**config.mk**
```make
export PLATFORM = sky130hd
export DESIGN_NAME = uart_cmd_system
export DESIGN_NICKNAME = d
export VERILOG_FILES = /design/src/rtl/uart_cmd_pkg.sv /design/src/rtl/uart_cmd_rx.sv /design/src/rtl/uart_cmd_tx.sv /design/src/rtl/uart_cmd_system.sv
export SDC_FILE = /design/constraint.sdc
export NUM_CORES = 1
export LEC_CHECK = 0
export CAP_MARGIN = 25
export CORE_AREA = 5 5 176 178
export DETAILED_ROUTE_END_ITERATION = 7
export DIE_AREA = 0 0 181 183
export GPL_ROUTABILITY_DRIVEN = 0
export PLACE_DENSITY = 0.7
export SLEW_MARGIN = 10
export SYNTH_ARGS = -nofsm -noshare
export SYNTH_HDL_FRONTEND = slang
export SYNTH_SLANG_ARGS = --single-unit
```
**constraint.sdc**
```tcl
create_clock -name REF_CLK -period 15.15 [get_ports REF_CLK]
set_clock_uncertainty 0.1 [all_clocks]
set_input_delay 3.03 -clock REF_CLK [delete_from_list [all_inputs] [get_ports REF_CLK]]
set_output_delay 3.03 -clock REF_CLK [all_outputs]
set_load 0.05 [all_outputs]
```
**src/rtl/uart_cmd_pkg.sv**
```systemverilog
// Shared command codes, ALU function encoding, controller states and ALU helper.
package uart_cmd_pkg;

    localparam logic [7:0] CMD_RF_WR   = 8'hAA;
    localparam logic [7:0] CMD_RF_RD   = 8'hBB;
    localparam logic [7:0] CMD_ALU_OP  = 8'hCC;
    localparam logic [7:0] CMD_ALU_NOP = 8'hDD;

    typedef enum logic [3:0] {
        FUN_ADD = 4'd0,  FUN_SUB = 4'd1,  FUN_NOT = 4'd2,  FUN_AND = 4'd3,
        FUN_OR  = 4'd4,  FUN_XOR = 4'd5,  FUN_MUL = 4'd6,  FUN_DIV = 4'd7,
        FUN_EQ  = 4'd8,  FUN_GT  = 4'd9,  FUN_SHR = 4'd10, FUN_SHL = 4'd11
    } alu_fun_t;

    typedef enum logic [2:0] {
        IDLE, WR_ADDR, WR_DATA, RD_ADDR, ALU_A, ALU_B, ALU_FUN, NOP_FUN
    } ctrl_state_t;

    // 16-bit ALU result; 8-bit operations are zero-extended.
    function automatic logic [15:0] alu_calc(input logic [7:0] a, input logic [7:0] b,
                                             input logic [3:0] fun);
        logic [15:0] wa;
        logic [15:0] wb;
        wa = {8'h00, a};
        wb = {8'h00, b};
        case (alu_fun_t'(fun))
            FUN_ADD: alu_calc = wa + wb;
            FUN_SUB: alu_calc = wa - wb;
            FUN_NOT: alu_calc = {8'h00, ~a};
            FUN_AND: alu_calc = wa & wb;
            FUN_OR:  alu_calc = wa | wb;
            FUN_XOR: alu_calc = wa ^ wb;
            FUN_MUL: alu_calc = wa * wb;
            FUN_DIV: alu_calc = (b == 8'h00) ? 16'hFFFF : {8'h00, a / b};
            FUN_EQ:  alu_calc = (a == b) ? 16'h0001 : 16'h0000;
            FUN_GT:  alu_calc = (a > b) ? 16'h0001 : 16'h0000;
            FUN_SHR: alu_calc = wa >> 1;
            FUN_SHL: alu_calc = wa << 1;
            default: alu_calc = '0;
        endcase
    endfunction

endpackage

```
**src/rtl/uart_cmd_rx.sv**
```systemverilog
// UART receiver: 2-flop synchronizer, mid-bit sampler, even-parity and stop checks.
module uart_cmd_rx #(
    parameter int unsigned BIT_CYCLES = 32
) (
    input  logic       clk,
    input  logic       rst_n,
    input  logic       rx_in,
    output logic [7:0] byte_data,
    output logic       byte_valid,
    output logic       parity_error,
    output logic       framing_error
);

    localparam int unsigned CW = $clog2(BIT_CYCLES);
    localparam logic [CW-1:0] LAST_CNT = CW'(BIT_CYCLES - 1);
    localparam logic [CW-1:0] HALF_CNT = CW'(BIT_CYCLES / 2 - 1);

    typedef enum logic [2:0] {RX_IDLE, RX_START, RX_DATA, RX_PAR, RX_STOP} rx_state_t;

    rx_state_t     state_q, state_d;
    logic [1:0]    sync_q;
    logic          rx_prev_q;
    logic [CW-1:0] cnt_q;
    logic [2:0]    bit_idx_q;
    logic [7:0]    shreg_q;
    logic          par_q;
    logic          rx_s;
    logic          sample;

    assign rx_s = sync_q[1];

    // Synchronize the asynchronous line and keep the previous value for edge detection.
    always_ff @(posedge clk or negedge rst_n) begin
        if (!rst_n) begin
            sync_q    <= 2'b11;
            rx_prev_q <= 1'b1;
        end else begin
            sync_q    <= {sync_q[0], rx_in};
            rx_prev_q <= rx_s;
        end
    end

    // Receiver state register.
    always_ff @(posedge clk or negedge rst_n) begin
        if (!rst_n) state_q <= RX_IDLE;
        else        state_q <= state_d;
    end

    // Next state; start bit sampled at half a bit, all others at mid-bit.
    always_comb begin
        state_d = state_q;
        sample  = (state_q != RX_IDLE) &&
                  (cnt_q == ((state_q == RX_START) ? HALF_CNT : LAST_CNT));
        case (state_q)
            RX_IDLE:  if (rx_prev_q && !rx_s) state_d = RX_START;
            RX_START: if (sample) state_d = rx_s ? RX_IDLE : RX_DATA;
            RX_DATA:  if (sample && bit_idx_q == 3'd7) state_d = RX_PAR;
            RX_PAR:   if (sample) state_d = RX_STOP;
            RX_STOP:  if (sample) state_d = RX_IDLE;
            default:  state_d = RX_IDLE;
        endcase
    end

    // Bit timing, data shifting and end-of-frame status registration.
    always_ff @(posedge clk or negedge rst_n) begin
        if (!rst_n) begin
            cnt_q         <= '0;
            bit_idx_q     <= '0;
            shreg_q       <= '0;
            par_q         <= 1'b0;
            byte_data     <= '0;
            byte_valid    <= 1'b0;
            parity_error  <= 1'b0;
            framing_error <= 1'b0;
        end else begin
            byte_valid <= 1'b0;
            cnt_q      <= (state_q == RX_IDLE || sample) ? '0 : cnt_q + 1'b1;
            if (sample) begin
                case (state_q)
                    RX_START: bit_idx_q <= '0;
                    RX_DATA: begin
                        shreg_q   <= {rx_s, shreg_q[7:1]};
                        bit_idx_q <= bit_idx_q + 1'b1;
                    end
                    RX_PAR:   par_q <= rx_s;
                    RX_STOP: begin
                        parity_error  <= ^shreg_q ^ par_q;
                        framing_error <= ~rx_s;
                        byte_valid    <= ~(^shreg_q ^ par_q) & rx_s;
                        byte_data     <= shreg_q;
                    end
                    default: ;
                endcase
            end
        end
    end

endmodule

```
**src/rtl/uart_cmd_tx.sv**
```systemverilog
// UART transmitter: 11-bit frame shifter; ready on the last cycle allows gapless frames.
module uart_cmd_tx #(
    parameter int unsigned BIT_CYCLES = 32
) (
    input  logic       clk,
    input  logic       rst_n,
    input  logic       start,
    input  logic [7:0] data,
    output logic       ready,
    output logic       tx_out
);

    localparam int unsigned CW = $clog2(BIT_CYCLES);
    localparam logic [CW-1:0] LAST_CNT = CW'(BIT_CYCLES - 1);

    logic          busy_q;
    logic [CW-1:0] cnt_q;
    logic [3:0]    bit_idx_q;
    logic [10:0]   shreg_q;

    assign tx_out = shreg_q[0];

    // Accept a new byte when idle or in the final cycle of the stop bit.
    always_comb begin
        ready = !busy_q || (cnt_q == LAST_CNT && bit_idx_q == 4'd10);
    end

    // Shift the frame out LSB first, refilling with idle-high ones.
    always_ff @(posedge clk or negedge rst_n) begin
        if (!rst_n) begin
            busy_q    <= 1'b0;
            cnt_q     <= '0;
            bit_idx_q <= '0;
            shreg_q   <= '1;
        end else if (ready && start) begin
            shreg_q   <= {1'b1, ^data, data, 1'b0};
            busy_q    <= 1'b1;
            cnt_q     <= '0;
            bit_idx_q <= '0;
        end else if (busy_q) begin
            if (cnt_q == LAST_CNT) begin
                cnt_q   <= '0;
                shreg_q <= {1'b1, shreg_q[10:1]};
                if (bit_idx_q == 4'd10) busy_q    <= 1'b0;
                else                    bit_idx_q <= bit_idx_q + 1'b1;
            end else begin
                cnt_q <= cnt_q + 1'b1;
            end
        end
    end

endmodule

```
**src/rtl/uart_cmd_system.sv**
```systemverilog
// UART command processor: RX/TX, register file, ALU, TX byte queue and controller FSM.
module uart_cmd_system #(
    parameter int unsigned BIT_CYCLES = 32,
    parameter int unsigned RF_DEPTH   = 16,
    parameter int unsigned TXQ_DEPTH  = 4
) (
    input  logic REF_CLK,
    input  logic RST_N,
    input  logic UART_RX_IN,
    output logic UART_TX_O,
    output logic parity_error,
    output logic framing_error
);
    import uart_cmd_pkg::*;

    localparam int unsigned AW  = $clog2(RF_DEPTH);
    localparam int unsigned PW  = $clog2(TXQ_DEPTH);
    localparam int unsigned QCW = $clog2(TXQ_DEPTH + 1);

    logic [7:0]    rx_byte;
    logic          rx_valid;
    logic          tx_ready;
    logic [7:0]    rf [RF_DEPTH];
    logic [7:0]    q_mem [TXQ_DEPTH];
    logic [PW-1:0] wr_ptr, rd_ptr;
    logic [QCW-1:0] q_count;
    logic          q_push, q_pop, q_full, do_push;
    logic [7:0]    q_data;

    ctrl_state_t   state_q, state_d;
    logic [AW-1:0] addr_q;
    logic          hi_pend_q;
    logic [7:0]    hi_byte_q;
    logic          addr_ld, hi_ld, rf_we, ctl_push;
    logic [AW-1:0] rf_wa;
    logic [7:0]    rf_wd, ctl_data;
    logic [15:0]   alu_res;

    uart_cmd_rx #(.BIT_CYCLES(BIT_CYCLES)) u_rx (
        .clk(REF_CLK), .rst_n(RST_N), .rx_in(UART_RX_IN),
        .byte_data(rx_byte), .byte_valid(rx_valid),
        .parity_error(parity_error), .framing_error(framing_error)
    );

    uart_cmd_tx #(.BIT_CYCLES(BIT_CYCLES)) u_tx (
        .clk(REF_CLK), .rst_n(RST_N), .start(q_pop), .data(q_mem[rd_ptr]),
        .ready(tx_ready), .tx_out(UART_TX_O)
    );

    // The ALU high byte is pushed one cycle after the low byte via a pending flag.
    always_comb begin
        q_push  = hi_pend_q | ctl_push;
        q_data  = hi_pend_q ? hi_byte_q : ctl_data;
        q_full  = (q_count == QCW'(TXQ_DEPTH));
        do_push = q_push && !q_full;
        q_pop   = tx_ready && (q_count != '0);
    end

    // Queue storage.
    always_ff @(posedge REF_CLK) begin
        if (do_push) q_mem[wr_ptr] <= q_data;
    end

    // Queue pointers and occupancy.
    always_ff @(posedge REF_CLK or negedge RST_N) begin
        if (!RST_N) begin
            wr_ptr  <= '0;
            rd_ptr  <= '0;
            q_count <= '0;
        end else begin
            if (do_push) wr_ptr <= (wr_ptr == PW'(TXQ_DEPTH - 1)) ? '0 : wr_ptr + 1'b1;
            if (q_pop)   rd_ptr <= (rd_ptr == PW'(TXQ_DEPTH - 1)) ? '0 : rd_ptr + 1'b1;
            q_count <= q_count + QCW'(do_push) - QCW'(q_pop);
        end
    end

    // Register file.
    always_ff @(posedge REF_CLK or negedge RST_N) begin
        if (!RST_N) begin
            for (int unsigned i = 0; i < RF_DEPTH; i++) rf[i] <= '0;
        end else if (rf_we) begin
            rf[rf_wa] <= rf_wd;
        end
    end

    // Controller state, latched address and pending ALU high byte.
    always_ff @(posedge REF_CLK or negedge RST_N) begin
        if (!RST_N) begin
            state_q   <= IDLE;
            addr_q    <= '0;
            hi_pend_q <= 1'b0;
            hi_byte_q <= '0;
        end else begin
            state_q   <= state_d;
            hi_pend_q <= hi_ld;
            if (addr_ld) addr_q    <= rx_byte[AW-1:0];
            if (hi_ld)   hi_byte_q <= alu_res[15:8];
        end
    end

    // Command decode: advances only on valid received bytes, never stalls.
    always_comb begin
        state_d  = state_q;
        addr_ld  = 1'b0;
        hi_ld    = 1'b0;
        rf_we    = 1'b0;
        rf_wa    = '0;
        rf_wd    = rx_byte;
        ctl_push = 1'b0;
        ctl_data = '0;
        alu_res  = alu_calc(rf[0], rf[1], rx_byte[3:0]);
        if (rx_valid) begin
            case (state_q)
                IDLE: begin
                    case (rx_byte)
                        CMD_RF_WR:   state_d = WR_ADDR;
                        CMD_RF_RD:   state_d = RD_ADDR;
                        CMD_ALU_OP:  state_d = ALU_A;
                        CMD_ALU_NOP: state_d = NOP_FUN;
                        default:     state_d = IDLE;
                    endcase
                end
                WR_ADDR: begin
                    addr_ld = 1'b1;
                    state_d = WR_DATA;
                end
                WR_DATA: begin
                    rf_we   = 1'b1;
                    rf_wa   = addr_q;
                    state_d = IDLE;
                end
                RD_ADDR: begin
                    ctl_push = 1'b1;
                    ctl_data = rf[rx_byte[AW-1:0]];
                    state_d  = IDLE;
                end
                ALU_A: begin
                    rf_we   = 1'b1;
                    rf_wa   = AW'(0);
                    state_d = ALU_B;
                end
                ALU_B: begin
                    rf_we   = 1'b1;
                    rf_wa   = AW'(1);
                    state_d = ALU_FUN;
                end
                ALU_FUN, NOP_FUN: begin
                    ctl_push = 1'b1;
                    ctl_data = alu_res[7:0];
                    hi_ld    = 1'b1;
                    state_d  = IDLE;
                end
                default: state_d = IDLE;
            endcase
        end
    end

endmodule

```
==> impl_metrics.tcl, run 1 <==
set metrics [dict create \
    status "finished, final reports clean" \
    finalCritPeriodShare_pct 79.9 \
    yosysTopAreaCell "dfrtp_1" \
    ys_seq_area_share_pct 38.4 \
    worstSetupPathType "reg -> reg" \
    fillers 2361 \
    start_kind "flip-flop" \
    yosys-top-cells-area "dfrtp_1, mux2_2, ha_1" \
    yosys.area.top_type_share_pct 30.2 \
    cts_root_buffer "clkbuf_16" \
    cts_tree "yes" \
    dr.pass1.iters 5 \
    holdWs_ns 0.254 \
    fp.dieArea_um2 33100 \
    cp-end-kind "flip-flop" \
    insertion_delay_ns 0.52 \
    syn_nets 1617 \
    leakage_nw 7.90 \
    cts.path.max_buffers 3 \
    grt.overflow.total 0 \
    peakVddDrop_mv 0.109 \
    pin_count 6 \
    asyncSetResetFlopFracSynth_pct 86.5 \
    synthFlopType "dfrtp_1" \
    diodes 0 \
    yosysUniqueCellTypes 82 \
    worstPathRequired_ns 15.26 \
    cts_sinks 237 \
    htreeDepth 1 \
    grt_util_all_layers_pct 22.5 \
    grt_pass1_vias 11300 \
    layout-drive-gt1-share_pct 19.8 \
    synth_edf_count 32 \
    num_rows 63 \
    path_clk_slew_ns 0.06 \
    yosysWarnings 0 \
    holdBufCountCts 0 \
    syn_area_um2 15900 \
    syn_area_per_cell_um2 10.9 \
    worst_slew_pin_slew_ns 0.936 \
    utilization_pct 58.4 \
    hold_viol 0 \
    cp_common_cell "ha_1" \
    start_util_pct 54.3 \
    max_freq_mhz 82.7 \
    setup-tns-final_ns 0 \
    vias 11300 \
    post_cts_buffers 0 \
    grt_max_degree 84 \
    fp.dieH_um 183 \
    drc_errors 0 \
    die_w_um 181 \
    core_um2 29200 \
    antenna_found_initial 0 \
    synth-seq-cells 237 \
    period_needed_ns 12.10 \
    drv_cap 0 \
    drt_iter0_markers 1086 \
    relSlewSlack_pct 37.1 \
    avgViaCountPerCell 6.17 \
    grt_first_pass_wirelength_um 61000 \
    layout.nets 1579 \
    routedWlPerCell_um 20.3 \
    rsz0062_at_grt "no" \
    setup_viol 0 \
    cts_resized 0 \
    slowest_stage "dfrtp_1" \
    hold_class "reg -> reg" \
    synthToLayoutAreaGrowth_pct 7.51 \
    pwr_density_cell_nw_per_um2 79.8 \
    synthCells 1462 \
    cp.arrival_ns 12.21 \
    numCtsBuffers 24 \
    final_max_slew_viol_count 0 \
    ant_nets 0 \
    hpwl_um 26600 \
    max_stage_delay_ns 0.63 \
    io_buffers 5 \
    cp_max_fo 16 \
    wirelength_um 37200 \
]
## final timing paths
kind / startpoint / to / slack, ns / depth (start not counted)
max in group asynchronous: RST_N / u_rx.byte_data[0] / 11.35 / 2
worst min-delay path: u_rx.sync_q[0] / u_rx.sync_q[1] / 0.25 / 0
worst max-delay path: rf[119] / q_mem[3][0] / 3.05 / 41
min in group asynchronous: RST_N / hi_byte_q[5] / 2.44 / 1
worst max register to register: rf[119] / q_mem[3][0] / 3.05 / 41
worst min register to register: u_rx.sync_q[0] / u_rx.sync_q[1] / 0.25 / 0
## sequential cells by signal (all words and copies together), names as in the netlist, 2 cells and up
register / count
rf: 128
rd_ptr: 2
u_rx.shreg_q: 8
q_mem: 32
u_tx.bit_idx_q: 4
u_tx.cnt_q: 5
u_rx.cnt_q: 5
q_count: 3
u_rx.bit_idx_q: 3
hi_byte_q: 8
addr_q: 4
u_rx.byte_data: 8
u_rx.sync_q: 2
u_rx.state_q: 3
wr_ptr: 2
state_q: 3
u_tx.shreg_q: 10
## layout by cell type (no fill, tap or decap), types with 32 or more instances in the layout
cell and count:
mux2_2 153, nand2_1 100, dfrtp_1 189, mux4_2 48
a21oi_1 57, ha_1 113, nor3_1 33, edfxtp_1 32
nor2_1 109, inv_1 101, fa_1 39, o21ai_0 64
## kinds of logic (layout without fill, tap and decap cells)
group                    Yosys count  after routing  synth area share [%]
AO/OA/AOI/OAI                    270            270                  11.3
XOR/XNOR                          49             49                  2.70
adder cells (fa/ha/maj)          152            152                  13.8
buffers and inverters            181            161                  4.39
flip-flops                       237            237                  38.4
multiplexers                     213            213                  18.5
AND/OR/NAND/NOR                  360            360                  10.9
## layer usage
| layer | routed length, µm | global-route usage [%] | vias up |
|---|---|---|---|
| li1 | - | - | 5212 |
| met1 | 16400 | 32.2 | 5649 |
| met2 | 17500 | 36.3 | 374 |
| met3 | 2270 | 3.51 | 71 |
| met4 | 1030 | 6.15 | 0 |
| met5 | 0 | 0 | - |
## Yosys cell counts (16+ instances only)
library cell,count
nand3_1,20
mux4_2,48
inv_1,101
o21a_1,17
nor2_1,109
nor2b_1,16
o21ai_0,64
a21o_1,20
fa_1,39
clkbuf_1,57
nand2_1,100
o22ai_1,16
dfrtp_1,192
ha_1,113
edfxtp_1,32
xor2_1,21
xnor2_1,28
mux2_2,153
nor3_1,33
a21oi_1,57
## critical path, delay by kind of cell (launching register included)
family | cells | cell delay, ns
and+or+nand+nor | 5 | 1.42
buffers and inverters | 1 | 0.08
adders and majority gates | 7 | 2.10
AOI/OAI and AO/OA | 23 | 5.60
DFF | 1 | 0.63
muxes | 5 | 1.85
## layout make-up
cell class              instances  area (µm²)  area share, %
clock buffers                  34         698           4.09
multi-input cells            1044        9080           53.2
well taps                     390         488           2.86
flip-flops and latches        237        6110           35.8
clock inverters                10         163          0.952
inverters                     102         383           2.24
repair buffers                 15         154          0.901
## report_power, final
group | switching [W] | leakage [nW] | total, W | internal [W]
Clock | 0.000238 | 0.427 | 0.000628 | 0.000390
Combinational | 0.0000322 | 4.45 | 0.0000592 | 0.0000270
Sequential | 0.0000188 | 3.02 | 0.000676 | 0.000657
Total | 0.000289 | 7.90 | 0.00136 | 0.00107
## metrics by stage
step                      instance area (µm²)  total power [W]  cells  worst slack [ns]
after floorplan                         15900         0.000726   1462              4.50
final                                   17100          0.00136   1832              3.05
after detailed placement                16200         0.000747   1786              3.24
after global routing                    17100          0.00142   1832              2.35
after CTS                               17000          0.00138   1830              3.18
after global placement                  16200         0.000744   1786              3.65
No activity file was read; power rests on OpenSTA's default activity.
==> run 2: changes to the inputs <==
clock period = 11.67 ns   (was 15.15 ns; I/O delays follow)
==> run 2 against run 1 <==
  * Maximum frequency up 9.9%
  * First-iteration DRC count down 11%
  * Setup slack worse by 2.4 ns
  * Die area is the same
  * Highest routed layer unchanged
  * Global-route usage rose by 0.20 points
  * Sequential power rose by 30%
  * Final area hardly changed
  * Cell count grew 0.55%
  * Wire length rose by 0.24%
  * Power increased by 25%
==> impl_metrics.tcl, run 2 (synthesis results as in run 1) <==
set metrics [dict create \
    worstPathRequired_ns 11.81 \
    largestRegisters "rf (128), q_mem (32), u_tx.shreg_q (10)" \
    peakVddDrop_mv 0.119 \
    wirelength_um 37300 \
    die_w_um 181 \
    diodes 0 \
    cts_sinks 237 \
    critPathLaunch "rf[119]" \
    cp_num_buf_inv 3 \
    finalCritPeriodShare_pct 94.3 \
    largest_reg_flops 128 \
    cts_tree "yes" \
    hold_class "reg -> reg" \
    max_freq_mhz 90.9 \
    r2r_slack_ns 0.67 \
    grt.overflow.total 0 \
    pwr_density_cell_nw_per_um2 100 \
    fin_total_pwr_w 0.00171 \
    hpwl_um 26300 \
    fp.dieH_um 183 \
    postPlaceCellArea_um2 16300 \
    dp.cells 1795 \
    rr_worst_depth 43 \
    crit_end "q_mem[0][0]" \
    dr.pass1.iters 6 \
    rsz0062_at_grt "no" \
    fp.dieArea_um2 33100 \
    worst_slew_pin_slew_ns 0.957 \
    synthToLayoutAreaGrowth_pct 7.43 \
    layout-drive-gt1-share_pct 20.5 \
    final_max_slew_viol_count 0 \
    period_needed_ns 11.00 \
    cp.arrival_ns 11.15 \
    avgViaCountPerCell 6.14 \
    cp_max_fo 10 \
    num_rows 63 \
    drc_errors 0 \
    setup_viol 0 \
    routedWlPerCell_um 20.2 \
    max_stage_delay_ns 0.41 \
    reg2reg_to "q_mem[0][0]" \
    insertion_delay_ns 0.54 \
    cts.path.max_buffers 3 \
    slowest_stage "a211o_2" \
    vias 11300 \
    layout.nets 1589 \
    core_um2 29200 \
    path_clk_slew_ns 0.06 \
    grt_pass1_vias 11400 \
    final_cells 1842 \
    setup-tns-final_ns 0 \
    numCtsBuffers 25 \
    grt_max_degree 88 \
    holdWs_ns 0.260 \
    hold_viol 0 \
    layout_commonest_cell "dfrtp_1" \
    drv_cap 0 \
    leakage_nw 7.89 \
    final_cell_mix "dfrtp_1, mux2_2, ha_1" \
    hold_path_startpoint "u_rx.sync_q[0]" \
    grt_util_all_layers_pct 22.7 \
    largest_register "rf" \
    finalInstanceArea_um2 17100 \
    relSlewSlack_pct 34.6 \
    start_util_pct 54.3 \
    drt_iter0_markers 968 \
    path_depth 43 \
    antenna_found_initial 0 \
    htreeDepth 1 \
    ant_nets 0 \
    status "finished, final reports clean" \
    cp-end-kind "flip-flop" \
    cts_root_buffer "clkbuf_16" \
    grt_first_pass_wirelength_um 61500 \
    r2r_start "rf[119]" \
    io_buffers 5 \
    crit_family "compound AO/OA/AOI/OAI gates" \
    worstSetupPathType "reg -> reg" \
    pin_count 6 \
    start_kind "flip-flop" \
    cp_common_cell "ha_1" \
]
## run 2: area by class of cell
cell class	count	area [µm²]
Clock buffer	33	686
Clock inverter	12	105
Fill cell	2302	12200
Inverter	102	383
Multi-Input combinational cell	1044	9100
Sequential cell	237	6110
Tap cell	390	488
Timing Repair Buffer	24	194
## run 2: how the worst min path moves through the flow
stage,endpoint,slack [ns],cells after the start
final,u_rx.sync_q[1],0.26,0
after CTS,u_rx.sync_q[1],0.26,0
after floorplan,u_rx.sync_q[1],0.25,0
after global placement,u_rx.sync_q[1],0.25,0
after detailed placement,u_rx.sync_q[1],0.25,0
after global routing,u_rx.sync_q[1],0.26,0
## run 2: per-stage QoR
step	utilization, %	worst slack [ns]
final	58.4	0.666
after global placement	55.6	0.660
after detailed placement	55.6	0.302
after floorplan	-	1.02
after CTS	58.3	0.274
after global routing	58.4	0.0290
## run 2: power by group
| part | switching, W | internal, W | total, W |
|---|---|---|---|
| Clock | 0.000320 | 0.000438 | 0.000758 |
| Sequential | 0.0000240 | 0.000853 | 0.000877 |
| Combinational | 0.0000403 | 0.0000340 | 0.0000742 |
## run 2: timing repair
item,CTS,global route
endpoints found under the setup margin,0,4
resized for setup,0,7
hold buffers,0,0
buffers inserted,0,1
## run 2: per-layer routing
metal / vias up / GRT usage, % / wire length [µm]
met4: 0 / 8.08 / 1400
li1: 5215 / - / -
met1: 5605 / 31.3 / 15900
met3: 97 / 4.32 / 2810
met2: 399 / 36.4 / 17200
met5: - / 0 / 0
==> run 3: changes to the inputs <==
CELL_PAD_IN_SITES_DETAIL_PLACEMENT = 2   (was not set)
CELL_PAD_IN_SITES_GLOBAL_PLACEMENT = 2   (was not set)
CORE_AREA = 5 5 197 199   (was 5 5 176 178)
DIE_AREA = 0 0 202 204   (was 0 0 181 183)
PLACE_DENSITY = not set   (was 0.7)
PLACE_DENSITY_LB_ADDON = 0.1   (was not set)
==> run 3 against run 2 <==
  * Sequential share of layout area decreased by 0.68 points
  * Die area up 24%
  * Final area is 1.9% higher
  * Highest routed layer unchanged
  * Core utilization fell by 11 points
  * Non-clock buffer count grew 14
  * First-iteration DRC count fell by 48%
  * Clock power up 9.0%
  * Cell count is 5.5% higher
==> impl_metrics.tcl, run 3 (synthesis results as in run 1) <==
set metrics [dict create \
    antenna_found_initial 0 \
    start_util_pct 42.9 \
    cts_sinks 237 \
    insertion_delay_ns 0.56 \
    numCtsBuffers 27 \
    cp_common_cell "ha_1" \
    wirelength_um 49000 \
    worstSetupPathType "reg -> reg" \
    leakage_nw 8.00 \
    core_um2 37000 \
    drv_cap 0 \
    cts.path.max_buffers 3 \
    drc_errors 0 \
    grt_util_all_layers_pct 23.9 \
    largest_reg_flops 128 \
    drt_iter0_markers 501 \
    pin_count 6 \
    start_kind "flip-flop" \
    holdBufCountCts 0 \
    num_rows 71 \
    largestRegisters "rf (128), q_mem (32), u_tx.shreg_q (10)" \
    cp.arrival_ns 11.30 \
    period_needed_ns 11.13 \
    fillers 3752 \
    hold_viol 0 \
    io_buffers 5 \
    multi_input_area_um2 9150 \
    status "finished, final reports clean" \
    htreeDepth 1 \
    cts_root_buffer "clkbuf_16" \
    fp.dieArea_um2 41200 \
    finalCritPeriodShare_pct 95.4 \
    hold_class "reg -> reg" \
    layout_commonest_cell "dfrtp_1" \
    cts_tree "yes" \
    grt.overflow.total 0 \
    layout.nets 1605 \
    cp-end-kind "flip-flop" \
    final_cell_mix "dfrtp_1, mux2_2, ha_1" \
    layout-drive-gt1-share_pct 21.7 \
    vias 11500 \
    grt_pass1_vias 13000 \
    crit_family "compound AO/OA/AOI/OAI gates" \
    peakVddDrop_mv 0.127 \
    grt_max_degree 96 \
    ant_nets 0 \
    r2r_slack_ns 0.54 \
    relSlewSlack_pct 29.6 \
    die_w_um 202 \
    setup_viol 0 \
    diodes 0 \
    cp_num_buf_inv 3 \
    worst_slew_pin_slew_ns 1.03 \
    path_clk_slew_ns 0.06 \
    max_stage_delay_ns 0.42 \
    setup-tns-final_ns 0 \
    routedWlPerCell_um 25.2 \
    synthToLayoutAreaGrowth_pct 9.50 \
    grt_first_pass_wirelength_um 77300 \
    seq_area_um2 6110 \
    cp_max_fo 9 \
    pwr_density_cell_nw_per_um2 103 \
    slowest_stage "a211o_2" \
    max_freq_mhz 89.8 \
    holdWs_ns 0.248 \
    fp.dieH_um 204 \
    final_max_slew_viol_count 0 \
    hpwl_um 35000 \
    dr.pass1.iters 4 \
    avgViaCountPerCell 5.92 \
    worstPathRequired_ns 11.83 \
    largest_register "rf" \
]
[run 3: final cells by class]
type	count	share of cell area (%)
tap	474	3.41
timing repair buffer	38	1.73
clock inverter	4	0.345
clock buffer	45	4.56
inverter	102	2.20
sequential	237	35.1
multi-input combinational	1044	52.6
[run 3: power by group]
| group | switching (W) | total, W | leakage, nW | internal [W] |
|---|---|---|---|---|
| combinational | 0.0000455 | 0.0000797 | 4.57 | 0.0000342 |
| sequential | 0.0000261 | 0.000880 | 3.01 | 0.000854 |
| clock | 0.000342 | 0.000826 | 0.416 | 0.000484 |
[run 3: worst paths after layout]
| path | start | to | depth (start not counted) |
|---|---|---|---|
| min reg2reg | u_rx.sync_q[0] | u_rx.sync_q[1] | 0 |
| max reg2reg | rf[117] | q_mem[2][0] | 43 |
| min in group asynchronous | RST_N | rd_ptr[1] | 1 |
| max | rf[117] | q_mem[2][0] | 43 |
| min | u_rx.sync_q[0] | u_rx.sync_q[1] | 0 |
| max in group asynchronous | RST_N | u_rx.byte_data[0] | 2 |
[run 3: repair_timing]
item                       4_1_cts  5_1_grt
buffers inserted                 0        6
gates resized for setup          4       14
setup endpoints to repair        4        4
pin swaps                        0        7
[run 3: stage by stage]
stage / worst slack [ns] / power [W] / instances / instance area, µm² / utilization (%)
after floorplan: 1.02 / 0.000942 / 1462 / 15900 / -
after global placement: 0.212 / 0.000970 / 1889 / 16400 / 44.4
after detailed placement: -0.328 / 0.000975 / 1889 / 16400 / 44.4
after CTS: 0.0120 / 0.00182 / 1938 / 17300 / 46.7
after global routing: -0.0511 / 0.00187 / 1944 / 17400 / 47.0
final: 0.538 / 0.00179 / 1944 / 17400 / 47.0
[run 3: per-layer routing]
metal	GRT usage, %	wire length [µm]
met1	32.4	22200
met2	41.9	24300
met3	2.08	1260
met4	5.57	1160
met5	0	0
